## src/rtl/rom_arbiter.sv

```systemverilog
// rtl/rom_arbiter.sv - two-port arbiter/sequencer sharing one combinational ROM
//
// Ports:
//   clk, rst_n        : clock (rising edge), asynchronous active-low reset
//   req0/adr0         : requester 0 level request and address (held while req0=1)
//   req1/adr1         : requester 1 level request and address (held while req1=1)
//   gnt0/gnt1         : one-cycle pulse, request accepted (first cycle of READ)
//   vld0/vld1         : one-cycle pulse, rdata carries that requester's word
//   rdata             : last captured ROM word, shared by both requesters
//   busy              : high while the FSM is in READ
//   ROM_adr/ROM_data  : registered address to / combinational data from the ROM
//
// Configuration macro: ROM_ARB_RR_EN
//   defined   -> round-robin tie-break (requester other than the last owner wins)
//   undefined -> fixed priority, requester 0 wins every tie
module rom_arbiter #(
  parameter int ADR_W = 3,
  parameter int DAT_W = 4
) (
  input  logic             clk,
  input  logic             rst_n,
  input  logic             req0,
  input  logic [ADR_W-1:0] adr0,
  input  logic             req1,
  input  logic [ADR_W-1:0] adr1,
  output logic             gnt0,
  output logic             gnt1,
  output logic             vld0,
  output logic             vld1,
  output logic [DAT_W-1:0] rdata,
  output logic             busy,
  output logic [ADR_W-1:0] ROM_adr,
  input  logic [DAT_W-1:0] ROM_data
);

  typedef enum logic {IDLE = 1'b0, READ = 1'b1} state_e;

  state_e           state_q, state_d;
  logic             owner_q, owner_d;   // 0: requester 0 owns the access
  logic [ADR_W-1:0] adr_q, adr_d;
  logic [DAT_W-1:0] rdata_q, rdata_d;
  logic             vld0_q, vld0_d;
  logic             vld1_q, vld1_d;
  logic             win1;               // requester 1 wins this arbitration

`ifdef ROM_ARB_RR_EN
  logic             last_q, last_d;     // owner of the most recent completed access

  // On a tie the requester that did not go last wins.
  assign win1 = req1 & (~req0 | ~last_q);
`else
  assign win1 = req1 & ~req0;
`endif

  // State register
  always_ff @(posedge clk or negedge rst_n) begin
    if (!rst_n) begin
      state_q <= IDLE;
      owner_q <= 1'b0;
      adr_q   <= '0;
      rdata_q <= '0;
      vld0_q  <= 1'b0;
      vld1_q  <= 1'b0;
`ifdef ROM_ARB_RR_EN
      last_q  <= 1'b1;  // makes requester 0 win the first tie
`endif
    end else begin
      state_q <= state_d;
      owner_q <= owner_d;
      adr_q   <= adr_d;
      rdata_q <= rdata_d;
      vld0_q  <= vld0_d;
      vld1_q  <= vld1_d;
`ifdef ROM_ARB_RR_EN
      last_q  <= last_d;
`endif
    end
  end

  // Next-state logic
  always_comb begin
    state_d = state_q;
    owner_d = owner_q;
    adr_d   = adr_q;
    rdata_d = rdata_q;
    vld0_d  = 1'b0;
    vld1_d  = 1'b0;
`ifdef ROM_ARB_RR_EN
    last_d  = last_q;
`endif
    case (state_q)
      IDLE: begin
        if (req0 || req1) begin
          owner_d = win1;
          adr_d   = win1 ? adr1 : adr0;
          state_d = READ;
        end
      end
      READ: begin
        // Requests are ignored here; ROM_adr has been stable for a full cycle.
        rdata_d = ROM_data;
        vld0_d  = ~owner_q;
        vld1_d  = owner_q;
`ifdef ROM_ARB_RR_EN
        last_d  = owner_q;
`endif
        state_d = IDLE;
      end
      default: state_d = IDLE;
    endcase
  end

  // Output logic: the grant pulse is exactly the READ cycle of the owner.
  always_comb begin
    busy = (state_q == READ);
    gnt0 = busy & ~owner_q;
    gnt1 = busy & owner_q;
  end

  assign vld0    = vld0_q;
  assign vld1    = vld1_q;
  assign rdata   = rdata_q;
  assign ROM_adr = adr_q;

endmodule

```

## config.mk

```make
export PLATFORM = sky130hd
export DESIGN_NAME = rom_arbiter
export DESIGN_NICKNAME = d
export VERILOG_FILES = /design/src/rtl/rom_arbiter.sv
export SDC_FILE = /design/constraint.sdc
export NUM_CORES = 1
export LEC_CHECK = 0
export BUFFER_PORTS_ARGS = -buffer_cell sky130_fd_sc_hd__clkbuf_2
export CORE_MARGIN = 1.5
export CORE_UTILIZATION = 35
export CTS_CLUSTER_SIZE = 20
export DETAILED_ROUTE_END_ITERATION = 10
export PLACE_DENSITY_LB_ADDON = 0.25
export SYNTH_ARGS = -nofsm -noshare
export SYNTH_HDL_FRONTEND = slang
export SYNTH_SLANG_ARGS = --single-unit
```

## constraint.sdc

```tcl
create_clock -name clk -period 2.9 [get_ports clk]
set_input_delay 0.145 -clock clk [delete_from_list [all_inputs] [get_ports clk]]
set_output_delay 0.145 -clock clk [all_outputs]
set_load 0.005 [all_outputs]
```

; ---- Word level (Yosys, flattened, before mapping)
; Index checks and enable logic that the tools add are counted.
[word_totals]
regBits = 11
in_bits = 14
output_inout_bits = 12
word_cells = 19
[op_classes]
n_mux = 5
n_bitwise = 6
reduce_logical = 2
[op_table]
columns = op, n
row1 = AND 1 bit, 3
row2 = 2-to-1 mux 1 bit, 3
row3 = 2-to-1 mux 3 bit, 1
row4 = NOT 1 bit, 3
row5 = one-hot mux 1 bit (2 select lines), 1
row6 = AND reduction 2 bit, 1
row7 = logical OR 1 bit, 1

; ---- Depth between registers and ports, before layout
[logic_depth]
depth_word = 3
ltp_mapped = 4
mapped_depth_nobuf = 3

; ---- Worst setup path before layout
; Ideal clock, no wire load.
[synth_timing]
path_kind = register to register
startpoint = register state_q (netlist: busy)
endpoint = register adr_q[0] (netlist: ROM_adr[0])
setup_ps = 137
t_arrival_ps = 830
required_time_ps = 2763
path_slack_ps = 1933
stages_incl_launch_ff = 5
n_path_buf = 1
period_less_slack_ps = 967
cell_sequence = dfrtp_1 buf_6 clkinv_1 nor2_1 a211oi_2
[synth_between]
elab_chain_cells = 2
[synth_lines]
columns = element, line
row1 = start: declaration, 38  ; state_e state_q, state_d;
row2 = start signal: assignment, 68  ; state_q <= state_d;
row3 = NOT 1 bit (no source line), -
row4 = AND reduction 2 bit (no source line), -
row5 = end signal: assignment, 70  ; adr_q <= adr_d;
row6 = end: declaration, 40  ; logic [ADR_W-1:0] adr_q, adr_d;
; Every way passes these cells.
; A chain may end at the register's enable or synchronous reset.

; ---- Worst setup path after layout
[layout_timing]
startpoint = register state_q (netlist: busy)
endpoint = output port gnt0
[layout_between]
elab_chain_cells = 1
[layout_lines]
columns = element, line
row1 = AND 1 bit, 116  ; gnt0 = busy & ~owner_q;
row2 = end: declaration, 26  ; output logic gnt0,
; Every way passes these cells.

==> key figures <==
CTS
  • Count of cells resized by post-cts repair: 0
  • Clock buffers created by TritonCTS: 3
  • Root cell of the clock tree: sky130_fd_sc_hd__clkbuf_4
  • Clock slew seen by the registers of the worst setup and hold paths: about 0.070 ns
  • CTS tree: yes
  • Clock Latency Late Sink: ~0.26 ns
  • Deepest clock path buffer count: 2
  • Total number of clock tree sinks: 11
  • H-tree depth: 1

Floorplanning
  • Chip height: about 40 um
  • Placeable core area: roughly 0.0013 mm^2
  • Effective utilization at floorplan: 37.3%
  • DIE WIDTH: a little over 40 um
  • Die area: 0.00162 mm^2
  • Number of primary I/O pins: 26
  • Row cnt: 13

Global route
  • Pin count of the biggest net entering global routing: 12
  • Number of antenna violations at the first check in global routing: 0
  • Gr ovfl total: 0
  • Number of global-route vias before repair: between 300 and 400
  • Global routing usage summed across all routing layers: roughly an eighth
  • First-pass GRT wire length: around 1200 um

Detailed routing
  • Via Count: roughly 370
  • Drt via density: roughly 4.5
  • Pre-antenna DRT Iters: 4
  • Sum of routed wire length over all layers: ~860 um
  • Number of antenna-violating nets in the routed design: 0
  • Remaining routing DRC violations: 0
  • Routed wire length per instance: 10.7 um
  • Violation count after the first detailed-route iteration: 4

STA
  • Worst max-slew margin expressed relative to the limit: 76.1%
  • Max-slew violation count: 0
  • Period Utilization, post-route: 53.9%
  • Final clock skew: around 0.0052 ns
  • Final critical-path setup slack: approximately 1.3 ns
  • Min cycle time layout: between 1.5 and 2 ns
  • Maximum achievable frequency: between 600 and 700 MHz
  • RSZ-0062 raised after global routing: false
  • Final hold violations: 0
  • Worst slew pin tran: 0.359 ns
  • Setup TNS: 0 ns
  • Finish-stage setup viols: 0

Synthesis
  • Synthesized instance count: 37
  • Proportion of synthesized chip area in sequential cells: a little under three fifths
  • Syn. warnings: 0
  • Nets in the synthesized netlist: a little over 50
  • Syn Area/Cell: 13.1 um^2
  • Number of flip-flops and latches in the synthesized netlist: 11
  • Number of distinct library cell variants in the gate-level netlist after synthesis: 14
  • Cell area after synthesis: between 400 and 500 um^2

Cells and area
  • Final std cells w/o fill: approximately 80
  • Layout Area Growth over Synthesis: 35.1%
  • Proportion of layout cells with a drive suffix above 1: 63.6%
  • Area of all placed cells without fillers: 656 um^2
  • Net count of the finished layout: 81
  • Number of filler instances in the final layout: between 100 and 150
  • Combined flip-flop and latch cell area: 275 um^2
  • Antenna diode count: 0
  • Footprint of the multi-input gates: 195 um^2

Placed design
  • Number of instances in the placed design: between 70 and 80
  • Post-placement cell area: about 620 um^2
  • Number of buffer cells added on primary ports: 25
  • GPL Wtd Cong: between 0.7 and 0.8
  • Worst setup timing slack at the placement stage: approximately 1.6 ns
  • Post-DP HPWL: roughly 700 um

Worst hold path
  • Worst min path class: in2reg

Pwr
  • Power density over cell area: 596 mW/mm^2
  • Reg power frac: 51.2%
  • Internal power contribution: 283 uW
  • Share of power burned in combinational logic: between 20% and 30%
  • Worst IR drop on VDD: ~0.00024 V
  • NetSw: ~110 uW
  • Sw frac: between 20% and 30%
  • Clock network fraction of total power: between 20 and 30%
  • Leak pwr: around 0.32 nW

Setup path
  • Kind of launch point of the worst setup path: flop
  • Capturing element type of the critical path: primary output
  • Maximum fanout count along the critical path: 11
  • Delay of the slowest cell on the worst path: 0.56 ns
  • Crit path kind: reg2out
  • Critical path arrival: roughly 1.4 ns
  • Required time reported for the critical path endpoint: 2.76 ns
  • CP Cell Sequence: clkinv_1 > nor2_1 > clkbuf_2
  • Register-to-register path setup slack: between 1.5 and 2 ns
  • Crit-path slowest cell: sky130_fd_sc_hd__dfrtp_1

Outcome
  • Status: complete, no violations

Flow run
  • Max-Cap Viols: 0
==> critical path: cells and delay by family, from the launching register on <==
kind	cells	cell delay [ns]
flip-flops	1	0.56
buffers and inverters	2	0.40
AND/OR/NAND/NOR	1	0.19
==> Yosys cell counts <==
cell / count / share of area [%]
sky130_fd_sc_hd__dfrtp_1: 11 / 57
sky130_fd_sc_hd__nor2_1: 7 / 5.4
sky130_fd_sc_hd__mux2_2: 4 / 9.3
sky130_fd_sc_hd__a211oi_2: 3 / 7.7
sky130_fd_sc_hd__a21oi_1: 2 / 2.1
sky130_fd_sc_hd__o22ai_2: 2 / 5.2
sky130_fd_sc_hd__a21oi_2: 1 / 1.8
sky130_fd_sc_hd__and2_1: 1 / 1.3
sky130_fd_sc_hd__and2_2: 1 / 1.5
sky130_fd_sc_hd__buf_6: 1 / 2.3
sky130_fd_sc_hd__clkinv_1: 1 / 0.77
sky130_fd_sc_hd__nand2b_4: 1 / 2.8
sky130_fd_sc_hd__nor2b_1: 1 / 1.3
sky130_fd_sc_hd__or2_4: 1 / 1.8
==> through the flow <==
stage | util [%] | total power [mW] | hold slack (ns)
floorplan | - | 0.251 | -0.151
global placement | 47.5 | 0.293 | 0.0301
detailed placement | 47.5 | 0.295 | 0.0290
CTS | 50.4 | 0.395 | 0.113
global route | 50.4 | 0.418 | 0.108
finish | 50.4 | 0.391 | 0.114
==> final cells by class <==
cell class | instances | area share [%]
tap | 15 | 2.86
clock buffer | 3 | 3.44
inverter | 1 | 0.573
clock inverter | 1 | 0.763
multi-input combinational | 24 | 29.8
sequential | 11 | 42.0
timing repair buffer | 26 | 20.6
==> layer usage <==
metal	routed length [um]	global-route usage [%]
met4	0	5.00
met5	0	0
met3	75	5.00
met2	382	17.7
met1	405	14.3
==> flip-flops by register name (all words and copies together), names as in the netlist <==
signal and flops:
ROM_adr 3, busy 1, owner_q 1, rdata 4
vld0 1, vld1 1
==> cells in the final DEF (no fill, tap or decap) <==
cell | Yosys | routed
sky130_fd_sc_hd__clkbuf_2 | 0 | 25
sky130_fd_sc_hd__dfrtp_1 | 11 | 11
sky130_fd_sc_hd__nor2_1 | 7 | 7
sky130_fd_sc_hd__mux2_2 | 4 | 4
sky130_fd_sc_hd__a211oi_2 | 3 | 3
sky130_fd_sc_hd__clkbuf_4 | 0 | 3
sky130_fd_sc_hd__o22ai_2 | 2 | 2
sky130_fd_sc_hd__a21oi_1 | 2 | 2
sky130_fd_sc_hd__clkinv_1 | 1 | 1
sky130_fd_sc_hd__and2_1 | 1 | 1
sky130_fd_sc_hd__or2_4 | 1 | 1
sky130_fd_sc_hd__and2_2 | 1 | 1
sky130_fd_sc_hd__nor2b_1 | 1 | 1
sky130_fd_sc_hd__nand2b_4 | 1 | 1
sky130_fd_sc_hd__a21oi_2 | 1 | 1
sky130_fd_sc_hd__clkinv_2 | 0 | 1
sky130_fd_sc_hd__dlygate4sd3_1 | 0 | 1
==> path summary, 6_finish.rpt <==
path	from	endpoint	cells after the start
max	busy$_DFF_PN0_	gnt0	3
min	ROM_data[3]	rdata[3]$_DFFE_PN0P_	2
max reg2reg	busy$_DFF_PN0_	ROM_adr[1]$_DFFE_PN0P_	3
min reg2reg	owner_q$_DFFE_PN0P_	vld0$_DFF_PN0_	1
max in group asynchronous	rst_n	vld1$_DFF_PN0_	2
min in group asynchronous	rst_n	busy$_DFF_PN0_	2
==> power by group through the flow <==
stage | clock [mW] | combinational, mW | sequential, mW
finish | 0.0992 | 0.0916 | 0.200
CTS | 0.102 | 0.0936 | 0.199
global placement | 0 | 0.0911 | 0.202
detailed placement | 0 | 0.0927 | 0.202
global route | 0.112 | 0.103 | 0.203
floorplan | 0 | 0.0509 | 0.200
==> what timing repair did <==
item,CTS,global route
hold endpoints to repair,11,0
hold buffers,1,0
buffers inserted,0,0
==> cell families (layout without fill, tap and decap cells) <==
kind of cell	after synthesis	after routing	share of synthesized area [%]
AOI/OAI and AO/OA	8	8	16.8
and+or+nand+nor	12	12	14.2
DFF	11	11	56.7
buffers and inverters	2	31	3.09
muxes	4	4	9.28
Power figures use the tool's default switching activity.
